**src/rtl/link_pkg.sv**
```systemverilog
// link_pkg: shared link constants, tx state encoding and odd parity.
// Imported by the link transmit scheduler and the link receiver.
package link_pkg;

    localparam int   LINK_DATA_W     = 8;
    localparam logic LINK_START_LVL  = 1'b1;
    localparam logic LINK_STOP_LVL   = 1'b1;
    localparam logic LINK_IDLE_LVL   = 1'b0;
    localparam int   LINK_FRAME_BITS = 11;

    typedef enum logic [2:0] {
        TX_IDLE   = 3'd0,
        TX_START  = 3'd1,
        TX_DATA   = 3'd2,
        TX_PARITY = 3'd3,
        TX_STOP   = 3'd4,
        TX_GAP    = 3'd5
    } tx_state_e;

    // parity bit that makes data plus parity XOR to 1
    function automatic logic odd_parity(input logic [LINK_DATA_W-1:0] d);
        return ~^d;
    endfunction

endpackage

```
**src/rtl/link_tx_scheduler_if.sv**
```systemverilog
// link_tx_scheduler_if: per-requester byte valid/ready bundle.
// master = requesters, slave = transmit scheduler.
interface link_tx_scheduler_if #(
    parameter int NUM_REQ    = 4,
    parameter int DATA_WIDTH = 8
);
    logic [NUM_REQ-1:0]            req_valid;
    logic [NUM_REQ*DATA_WIDTH-1:0] req_data;
    logic [NUM_REQ-1:0]            req_ready;

    modport master (
        output req_valid,
        output req_data,
        input  req_ready
    );

    modport slave (
        input  req_valid,
        input  req_data,
        output req_ready
    );
endinterface

```
**src/rtl/link_rr_arbiter.sv**
```systemverilog
// link_rr_arbiter: NUM_REQ-way round-robin arbiter; the search starts
// at the pointer, which moves past the winner on each accept strobe.
module link_rr_arbiter #(
    parameter  int NUM_REQ = 4,
    localparam int IW      = (NUM_REQ > 1) ? $clog2(NUM_REQ) : 1
) (
    input  logic               clk,
    input  logic               arst,
    input  logic [NUM_REQ-1:0] i_req,
    input  logic               i_accept,
    output logic [NUM_REQ-1:0] o_gnt,
    output logic [IW-1:0]      o_idx,
    output logic               o_any
);

    logic [IW-1:0] r_ptr;
    logic [IW-1:0] w_j;
    logic [IW-1:0] w_idx;
    logic          w_any;

    // first requesting index at or after the pointer, wrapping
    always_comb begin
        w_any = 1'b0;
        w_idx = '0;
        w_j   = '0;
        for (int k = 0; k < NUM_REQ; k++) begin
            w_j = IW'((int'(r_ptr) + k) % NUM_REQ);
            if (!w_any && i_req[w_j]) begin
                w_any = 1'b1;
                w_idx = w_j;
            end
        end
    end

    assign o_any = w_any;
    assign o_idx = w_idx;
    assign o_gnt = w_any ? (NUM_REQ'(1) << w_idx) : '0;

    // move the pointer just past the accepted requester
    always_ff @(posedge clk or posedge arst) begin
        if (arst) begin
            r_ptr <= '0;
        end else if (i_accept) begin
            r_ptr <= (w_idx == IW'(NUM_REQ - 1)) ? '0 : w_idx + 1'b1;
        end
    end

endmodule

```
**src/rtl/link_tx_scheduler.sv**
```systemverilog
// link_tx_scheduler: round-robin byte arbiter and 11-bit frame serializer.
// Optional LINK_TX_PARITY_INJECT_EN adds inject_err to corrupt parity.
module link_tx_scheduler
    import link_pkg::*;
#(
    parameter  int NUM_REQ    = 4,
    parameter  int DATA_WIDTH = 8,
    parameter  int IDLE_GAP   = 0,
    localparam int IW         = (NUM_REQ > 1) ? $clog2(NUM_REQ) : 1
) (
    input  logic                clk,
    input  logic                arst,
    link_tx_scheduler_if.slave  req_if,
`ifdef LINK_TX_PARITY_INJECT_EN
    input  logic                inject_err,
`endif
    output logic                tx_out,
    output logic                busy,
    output logic [IW-1:0]       grant_id,
    output logic                frame_done
);

    localparam logic       GAP_EN   = (IDLE_GAP > 0);
    localparam logic [3:0] GAP_LAST = 4'((IDLE_GAP > 0) ? IDLE_GAP - 1 : 0);

    tx_state_e              r_state;
    logic [2:0]             r_bcnt;
    logic [3:0]             r_gcnt;
    logic [LINK_DATA_W-1:0] r_sh;
    logic                   r_par;

    logic                   w_acc;
    logic                   w_fire;
    logic                   w_any;
    logic [NUM_REQ-1:0]     w_gnt;
    logic [IW-1:0]          w_idx;
    logic [LINK_DATA_W-1:0] w_byte;
    logic                   w_par;

    link_rr_arbiter #(
        .NUM_REQ (NUM_REQ)
    ) u_arb (
        .clk      (clk),
        .arst     (arst),
        .i_req    (req_if.req_valid),
        .i_accept (w_fire),
        .o_gnt    (w_gnt),
        .o_idx    (w_idx),
        .o_any    (w_any)
    );

    // accept window: idle, stop bit with no gap, or the last gap bit
    always_comb begin
        w_acc = 1'b0;
        case (r_state)
            TX_IDLE: w_acc = 1'b1;
            TX_STOP: w_acc = !GAP_EN;
            TX_GAP:  w_acc = (r_gcnt == GAP_LAST);
            default: w_acc = 1'b0;
        endcase
    end

    assign w_fire = w_acc && w_any && !arst;
    assign req_if.req_ready = w_fire ? w_gnt : '0;
    assign w_byte = req_if.req_data[int'(w_idx)*DATA_WIDTH +: LINK_DATA_W];

`ifdef LINK_TX_PARITY_INJECT_EN
    assign w_par = odd_parity(w_byte) ^ inject_err;
`else
    assign w_par = odd_parity(w_byte);
`endif

    // frame sequencer; tx_out is the registered level of the next bit
    always_ff @(posedge clk or posedge arst) begin
        if (arst) begin
            r_state    <= TX_IDLE;
            r_bcnt     <= '0;
            r_gcnt     <= '0;
            r_sh       <= '0;
            r_par      <= 1'b0;
            tx_out     <= LINK_IDLE_LVL;
            busy       <= 1'b0;
            grant_id   <= '0;
            frame_done <= 1'b0;
        end else begin
            frame_done <= 1'b0;
            if (w_fire) begin
                r_state  <= TX_START;
                tx_out   <= LINK_START_LVL;
                busy     <= 1'b1;
                r_sh     <= w_byte;
                r_par    <= w_par;
                grant_id <= w_idx;
            end else begin
                case (r_state)
                    TX_START: begin
                        r_state <= TX_DATA;
                        r_bcnt  <= '0;
                        tx_out  <= r_sh[0];
                        r_sh    <= r_sh >> 1;
                    end
                    TX_DATA: begin
                        if (r_bcnt == 3'd7) begin
                            r_state <= TX_PARITY;
                            tx_out  <= r_par;
                        end else begin
                            r_bcnt <= r_bcnt + 3'd1;
                            tx_out <= r_sh[0];
                            r_sh   <= r_sh >> 1;
                        end
                    end
                    TX_PARITY: begin
                        r_state    <= TX_STOP;
                        tx_out     <= LINK_STOP_LVL;
                        frame_done <= 1'b1;
                    end
                    TX_STOP: begin
                        tx_out <= LINK_IDLE_LVL;
                        r_gcnt <= '0;
                        if (GAP_EN) begin
                            r_state <= TX_GAP;
                        end else begin
                            r_state <= TX_IDLE;
                            busy    <= 1'b0;
                        end
                    end
                    TX_GAP: begin
                        tx_out <= LINK_IDLE_LVL;
                        if (r_gcnt == GAP_LAST) begin
                            r_state <= TX_IDLE;
                            busy    <= 1'b0;
                        end else begin
                            r_gcnt <= r_gcnt + 4'd1;
                        end
                    end
                    default: begin
                        r_state <= TX_IDLE;
                        tx_out  <= LINK_IDLE_LVL;
                        busy    <= 1'b0;
                    end
                endcase
            end
        end
    end

endmodule
```
**src/flat_wrapper.sv**
```systemverilog
// flat-port wrapper written by rule: the top's interface ports become plain ports
module link_tx_scheduler_flat import link_pkg::*;
#(
    parameter  int NUM_REQ    = 4,
    parameter  int DATA_WIDTH = 8,
    parameter  int IDLE_GAP   = 0,
    localparam int IW         = (NUM_REQ > 1) ? $clog2(NUM_REQ) : 1
)
  (clk, arst, tx_out, busy, grant_id, frame_done, req_if_req_valid, req_if_req_data, req_if_req_ready);
  link_tx_scheduler_if #(.NUM_REQ(NUM_REQ), .DATA_WIDTH(DATA_WIDTH)) req_if_i ();
  input  logic clk;
  input  logic arst;
  output logic tx_out;
  output logic busy;
  output logic [IW-1:0] grant_id;
  output logic frame_done;
  input wire logic [$bits(req_if_i.req_valid)-1:0] req_if_req_valid;
  input wire logic [$bits(req_if_i.req_data)-1:0] req_if_req_data;
  output wire logic [$bits(req_if_i.req_ready)-1:0] req_if_req_ready;
  assign req_if_i.req_valid = req_if_req_valid;
  assign req_if_i.req_data = req_if_req_data;
  assign req_if_req_ready = req_if_i.req_ready;
  link_tx_scheduler #(.NUM_REQ(NUM_REQ), .DATA_WIDTH(DATA_WIDTH), .IDLE_GAP(IDLE_GAP)) u_core (.clk(clk), .arst(arst), .req_if(req_if_i), .tx_out(tx_out), .busy(busy), .grant_id(grant_id), .frame_done(frame_done));
endmodule
```
**config.mk**
```make
export PLATFORM = sky130hd
export DESIGN_NAME = link_tx_scheduler_flat
export DESIGN_NICKNAME = d
export VERILOG_FILES = /design/src/rtl/link_pkg.sv /design/src/rtl/link_tx_scheduler_if.sv /design/src/rtl/link_rr_arbiter.sv /design/src/rtl/link_tx_scheduler.sv /design/src/flat_wrapper.sv
export SDC_FILE = /design/constraint.sdc
export NUM_CORES = 1
export LEC_CHECK = 0
export CORE_ASPECT_RATIO = 0.5
export CORE_MARGIN = 2
export CORE_UTILIZATION = 45
export CTS_BUF_LIST = sky130_fd_sc_hd__clkbuf_2
export DETAILED_ROUTE_END_ITERATION = 10
export MAX_ROUTING_LAYER = met4
export PLACE_DENSITY = 0.75
export RECOVER_POWER = 25
export SETUP_SLACK_MARGIN = 0.5
export SYNTH_ARGS = -nofsm -noshare
export SYNTH_HDL_FRONTEND = slang
export SYNTH_SLANG_ARGS = --single-unit
```
**constraint.sdc**
```tcl
create_clock -name clk -period 6.69 [get_ports clk]
set_clock_uncertainty 0.1 [all_clocks]
set_input_delay 1.338 -clock clk [delete_from_list [all_inputs] [get_ports clk]]
set_output_delay 1.338 -clock clk [all_outputs]
set_load 0.03 [all_outputs]
```
* Yosys cells after proc, flatten, opt, wreduce, memory -nomap -nowiden
Index checks and enable logic that the tools add are counted. Widths: inputs -> output; s select.
Cells by class: add/sub/neg operators 6, multipliers 0, div/mod/pow operators 0, magnitude comparators 4, eq/ne operators 13, shifts and indexed selects 2, mux-type cells 39, bitwise logic cells 1, reduce and logical (&&, ||, !) cells 22
Operators with widths (count):
- $shiftx 32x6->8 | 1
- $mux 8 | 2
- $pmux 8 s2 | 1
- $mux 1 | 14
- $lt 2x3->1 const B | 4
- $mux 3 | 4
- $mux 4 | 3
- $pmux 3 s4 | 1
- $mux 2 | 5
- $eq 3x3->1 const B | 3
- $bmux 1 s2 | 4
- $pmux 4 s2 | 1
- $reduce_xnor 8->1 | 1
- $eq 3x2->1 const B | 2
- $ne 3x1->1 const B | 2
- $pmux 3 s2 | 1
- $reduce_and 2->1 | 3
- $reduce_and 3->1 | 2
- $logic_and 1x1->1 | 5
- $add 2x1->2 const B | 2
- $add 2x2->2 const B | 2
- $add 4x1->4 const B | 1
- $logic_not 1->1 | 4
- $logic_not 4->1 | 1
- 15 further kinds | 18
Storage, ports and cells: bits in registers 26, latch bits 0, bits in writable memories 0, ROM bits 0, input port bits 38, output and inout port bits 9, word-level logic and storage cells 97, memories 0

* Depth between registers and ports, before layout
word-level depth 16, gate-level depth with buffers 11, mapped depth without buffers 9

* Modules after synthesis
Synthesis repeated with hierarchy kept, for this count alone.
Second synthesis, totals: cell total of the unflattened synthesis 172, area total of the unflattened synthesis 1725.4 µm²
Modules (own cells, without submodules):
- link_tx_scheduler | times used 1, cells each 139, area an instance 1445.1 µm², sequential area each 600.6 µm²
- link_rr_arbiter | times used 1, cells each 33, area an instance 280.3 µm², sequential area each 50.0 µm²

* Worst setup path after synthesis
No wires, ideal clock.
path type in2out, start input port req_if_req_valid[2], end output port req_if_req_ready[0], arrival 2.446 ns, required time 5.252 ns, path slack 2.806 ns, stages 7, buffers on the path 1, cells stage by stage mux2i_1 -> nor2_1 -> nor3_1 -> buf_6 -> inv_1 -> ha_1 -> and2_1
On the way: longest elaborated chain between the ends 15, elaborated cells on any way between the ends 27, classes of those cells shift: 1; mux: 18; reduce/logical: 8
RTL lines:
- start, declared | line flat_wrapper.sv:17 | input wire logic [$bits(req_if_i.req_valid)-1:0] req_if_req_valid;
- $bmux 1 s2 | line link_rr_arbiter.sv:28 | if (!w_any && i_req[w_j]) begin
- $mux 1 (implied by the code) | line link_rr_arbiter.sv:28
- $mux 1 | line link_rr_arbiter.sv:28
- $logic_not 1->1 | line link_rr_arbiter.sv:28
- $logic_and 1x1->1 | line link_rr_arbiter.sv:28
- $mux 1 | line link_rr_arbiter.sv:28
- $logic_not 1->1 | line link_rr_arbiter.sv:28
- $logic_and 1x1->1 | line link_rr_arbiter.sv:28
- $mux 1 | line link_rr_arbiter.sv:28
- $logic_not 1->1 | line link_rr_arbiter.sv:28
- $logic_and 1x1->1 | line link_rr_arbiter.sv:28
- $mux 2 * | line link_rr_arbiter.sv:28
- named net u_core.u_arb.o_idx[0] | line link_rr_arbiter.sv:12 | output logic [IW-1:0] o_idx,
- $shl 1x2->4 * | line link_rr_arbiter.sv:37 | assign o_gnt = w_any ? (NUM_REQ'(1) << w_idx) : '0;
- $mux 4 * | line link_rr_arbiter.sv:37
- $mux 4 * | line link_tx_scheduler.sv:64 | assign req_if.req_ready = w_fire ? w_gnt : '0;
- end, declared | line flat_wrapper.sv:19 | output wire logic [$bits(req_if_i.req_ready)-1:0] req_if_req_ready;
The timed path passes the listed nets; every way through them passes the cells marked *. The select of a mux whose other input is x is not followed.

* Worst setup path after layout
start input port req_if_req_valid[0], end output port req_if_req_ready[3]
Same word-level chain as after synthesis.

==> run metrics <==
status=completed; syn avg cell area=between 9 and 10 sq um; Synth Flop Type=dfrtp_1; initial antenna violation count=0; grt total ovfl=0; Final HPWL DP=around 2800 um; Worst Setup Slack, final=1.608 ns; critical path launch point type=input pin; die height=approximately 48 um; iteration-0 DRC count of the detailed router=roughly 50; fin. max-slew vios=0; CTS buffer count=3; CTS clk-pin slew, worst paths=approximately 0.23 ns; Post-synth EDFFs=0; endpoints failing setup=0; Rows=16; Worst Reg2Reg Path Length in Cells=8; CP Max Fanout=20; Util after Layout=roughly three fifths; Worst-Skew Late Latency=roughly 0.35 ns; Hold Fails Final Rpt=0; placed cell count=approximately 280; combinational power share=between 60% and 70%; min-delay src=u_core.grant_id[1]; Routed WL=roughly 3500 um; gpl congestion=between 0.8 and 0.9; fraction of registers with async set/reset=100.0%; total negative slack=0 ns; pre-CTS WS=about 1.6 ns; Clock power frac=roughly 6.5%; via count=around 1400; Post-Syn Instances=between 150 and 200; n_diodes=0; GRT Total Usage=17.52%; Nets=273; IO Count=47; drc violations=0; Seq pwr share=between 30% and 40%; CP required=approximately 5.3 ns; P_sw=roughly 390 uW; Rel. slew slack=between 30% and 40%; Int Power=a little over 500 uW; RR Startpoint=u_core.r_gcnt[0]; Warnings, synthesis=0; H-tree levels=1; setup repair after global routing missed its margin=false; crit path time final=5.082 ns; die area=around 4500 sq um; commonest non-fill, non-tap cells in the layout=clkdlybuf4s50_1, dfrtp_1, nor2_1, mux2i_1, nand2_1; maximum clock path buffer count=2; cell depth of the worst hold path=2; Worst-Margin Slew=just under 1 ns; Cell variety after synth=36; Worst Hold Class=flop to flop; 1st-pass router iterations=4; post-route ant nets=0; syn nets=227; Worst Setup SP=req_if_req_valid[0]; commonest non-fill, non-tap cell in the layout=clkdlybuf4s50_1; CP endpoint kind=output port; P_leak=1.025 nW; reg2reg end=u_core.r_sh[3]; DR WL/cell=about 13 um; Core Box Area=approximately 3800 sq um; #FFs+latches synth=26; CP arrival=3.64 ns; Buffers on Ports=46; Setup CP Type=input pin to output port; Clock Tree Root=clkbuf_2; reg2reg setup slack=~3.9 ns; Max Freq=between 150 and 200 MHz; period utilization=between 70% and 80%; fillers=~350; Overall Power=890.0 uW; VDD IR-drop max=roughly 0.00013 V; largest net degree at the start of global routing=27; hold buffer count at CTS=0; number of global-route vias before repair=~1400; P&R area growth vs syn=28.21%; Die Wd=a little over 90 um; Initial Util=46.16%; Seq/Total Area, Yosys=about 37%; CTS tree=done; Switching Share=between 40% and 50%; post-CTS setup buffer count=0; fraction of layout instances using a drive strength above 1=roughly a tenth; Vias/cell=5.161; PwrDens=about 390 nW/um^2; clock sinks=26; PostCTS Resize Cnt=0; max_cap viols=0; Hold Path End=u_core.grant_id[1]; Synth Cell Area=around 1800 sq um; Layout Cells excl Fill=approximately 280; first-pass GRT wire length=6223 um
critical path, cell delays in order:
cell             delay (ns)
clkdlybuf4s50_1        0.55
a21oi_1                0.10
o21a_1                 0.19
o22ai_2                0.13
buf_4                  0.32
inv_1                  0.11
ha_1                   0.19
and2_1                 0.14
clkdlybuf4s50_1        0.59
synth_stat cells (2+ instances only):
library cell,number,area [sq um]
and2_1,5,31.28
nand2b_1,5,31.28
xor2_1,3,26.28
mux2_2,7,78.83
buf_6,2,22.52
ha_1,8,100.1
o21ai_1,9,45.04
mux2i_1,17,170.2
xnor2_2,2,32.53
dfrtp_1,26,650.6
mux2_4,3,45.04
nand2_1,14,52.55
nor3_1,4,20.02
nor2_1,17,63.81
a21oi_1,10,50.05
inv_1,7,26.28
clkbuf_1,4,15.01
a22oi_1,7,52.55
xnor2_1,3,26.28
a22o_1,5,43.79
o21ai_0,8,40.04
power groups by stage:
stage	clock network, mW	registers (mW)	logic, mW
6_report	0.0578	0.297	0.535
2_1_floorplan	0	0.297	0.419
3_3_place_gp	0	0.296	0.527
4_1_cts	0.0581	0.297	0.541
5_1_grt	0.0650	0.310	0.600
3_5_place_dp	0	0.300	0.539
state kept, by name (all words and copies together) (netlist names):
name / flops
u_core.frame_done: 1
u_core.tx_out: 1
u_core.r_par: 1
u_core.r_gcnt: 4
u_core.grant_id: 2
u_core.r_state: 3
u_core.r_sh: 8
u_core.r_bcnt: 3
u_core.u_arb.r_ptr: 2
u_core.busy: 1
worst max-delay path by stage:
stage / endpoint / slack [ns] / cells after the start
final: req_if_req_ready[3] / 1.61 / 9
after global routing: req_if_req_ready[0] / 1.43 / 6
after CTS: req_if_req_ready[3] / 1.61 / 9
after detailed placement: req_if_req_ready[3] / 1.61 / 9
after global placement: req_if_req_ready[3] / 1.67 / 9
after floorplan: req_if_req_ready[0] / 2.81 / 7
layer usage:
layer | wire (um) | part of all wire (%) | track usage (%) | vias up
met5 | 0 | 0 | - | -
met4 | 12 | 0.34 | 2.206 | 0
met3 | 133 | 3.8 | 3.427 | 2
met2 | 1795 | 51 | 30.92 | 37
met1 | 1594 | 45 | 21.74 | 673
li1 | - | - | - | 728
cells by family after synthesis:
family	share of synthesized area, %
XOR/XNOR	6.348
adder cells (fa/ha/maj)	5.642
buffers and inverters	4.936
AO/OA/AOI/OAI	16.08
AND/OR/NAND/NOR	13.75
multiplexers	16.57
flip-flops	36.67
metrics by stage:
stage,area [sq um],hold WS (ns)
global route,2275,0.4696
detailed placement,2265,0.3763
finish,2275,0.4202
global placement,2265,0.3635
CTS,2280,0.4228
floorplan,1774,0.3500
area by class of cell:
type / count / area [sq um] / area share (%)
clock buffers: 3 / 15.01 / 0.6601
inverters: 8 / 30.03 / 1.320
multi-input cells: 140 / 1036 / 45.54
flip-flops and latches: 26 / 650.6 / 28.60
well taps: 54 / 67.56 / 2.970
repair buffers: 48 / 475.5 / 20.90
Power figures use the tool's default switching activity.
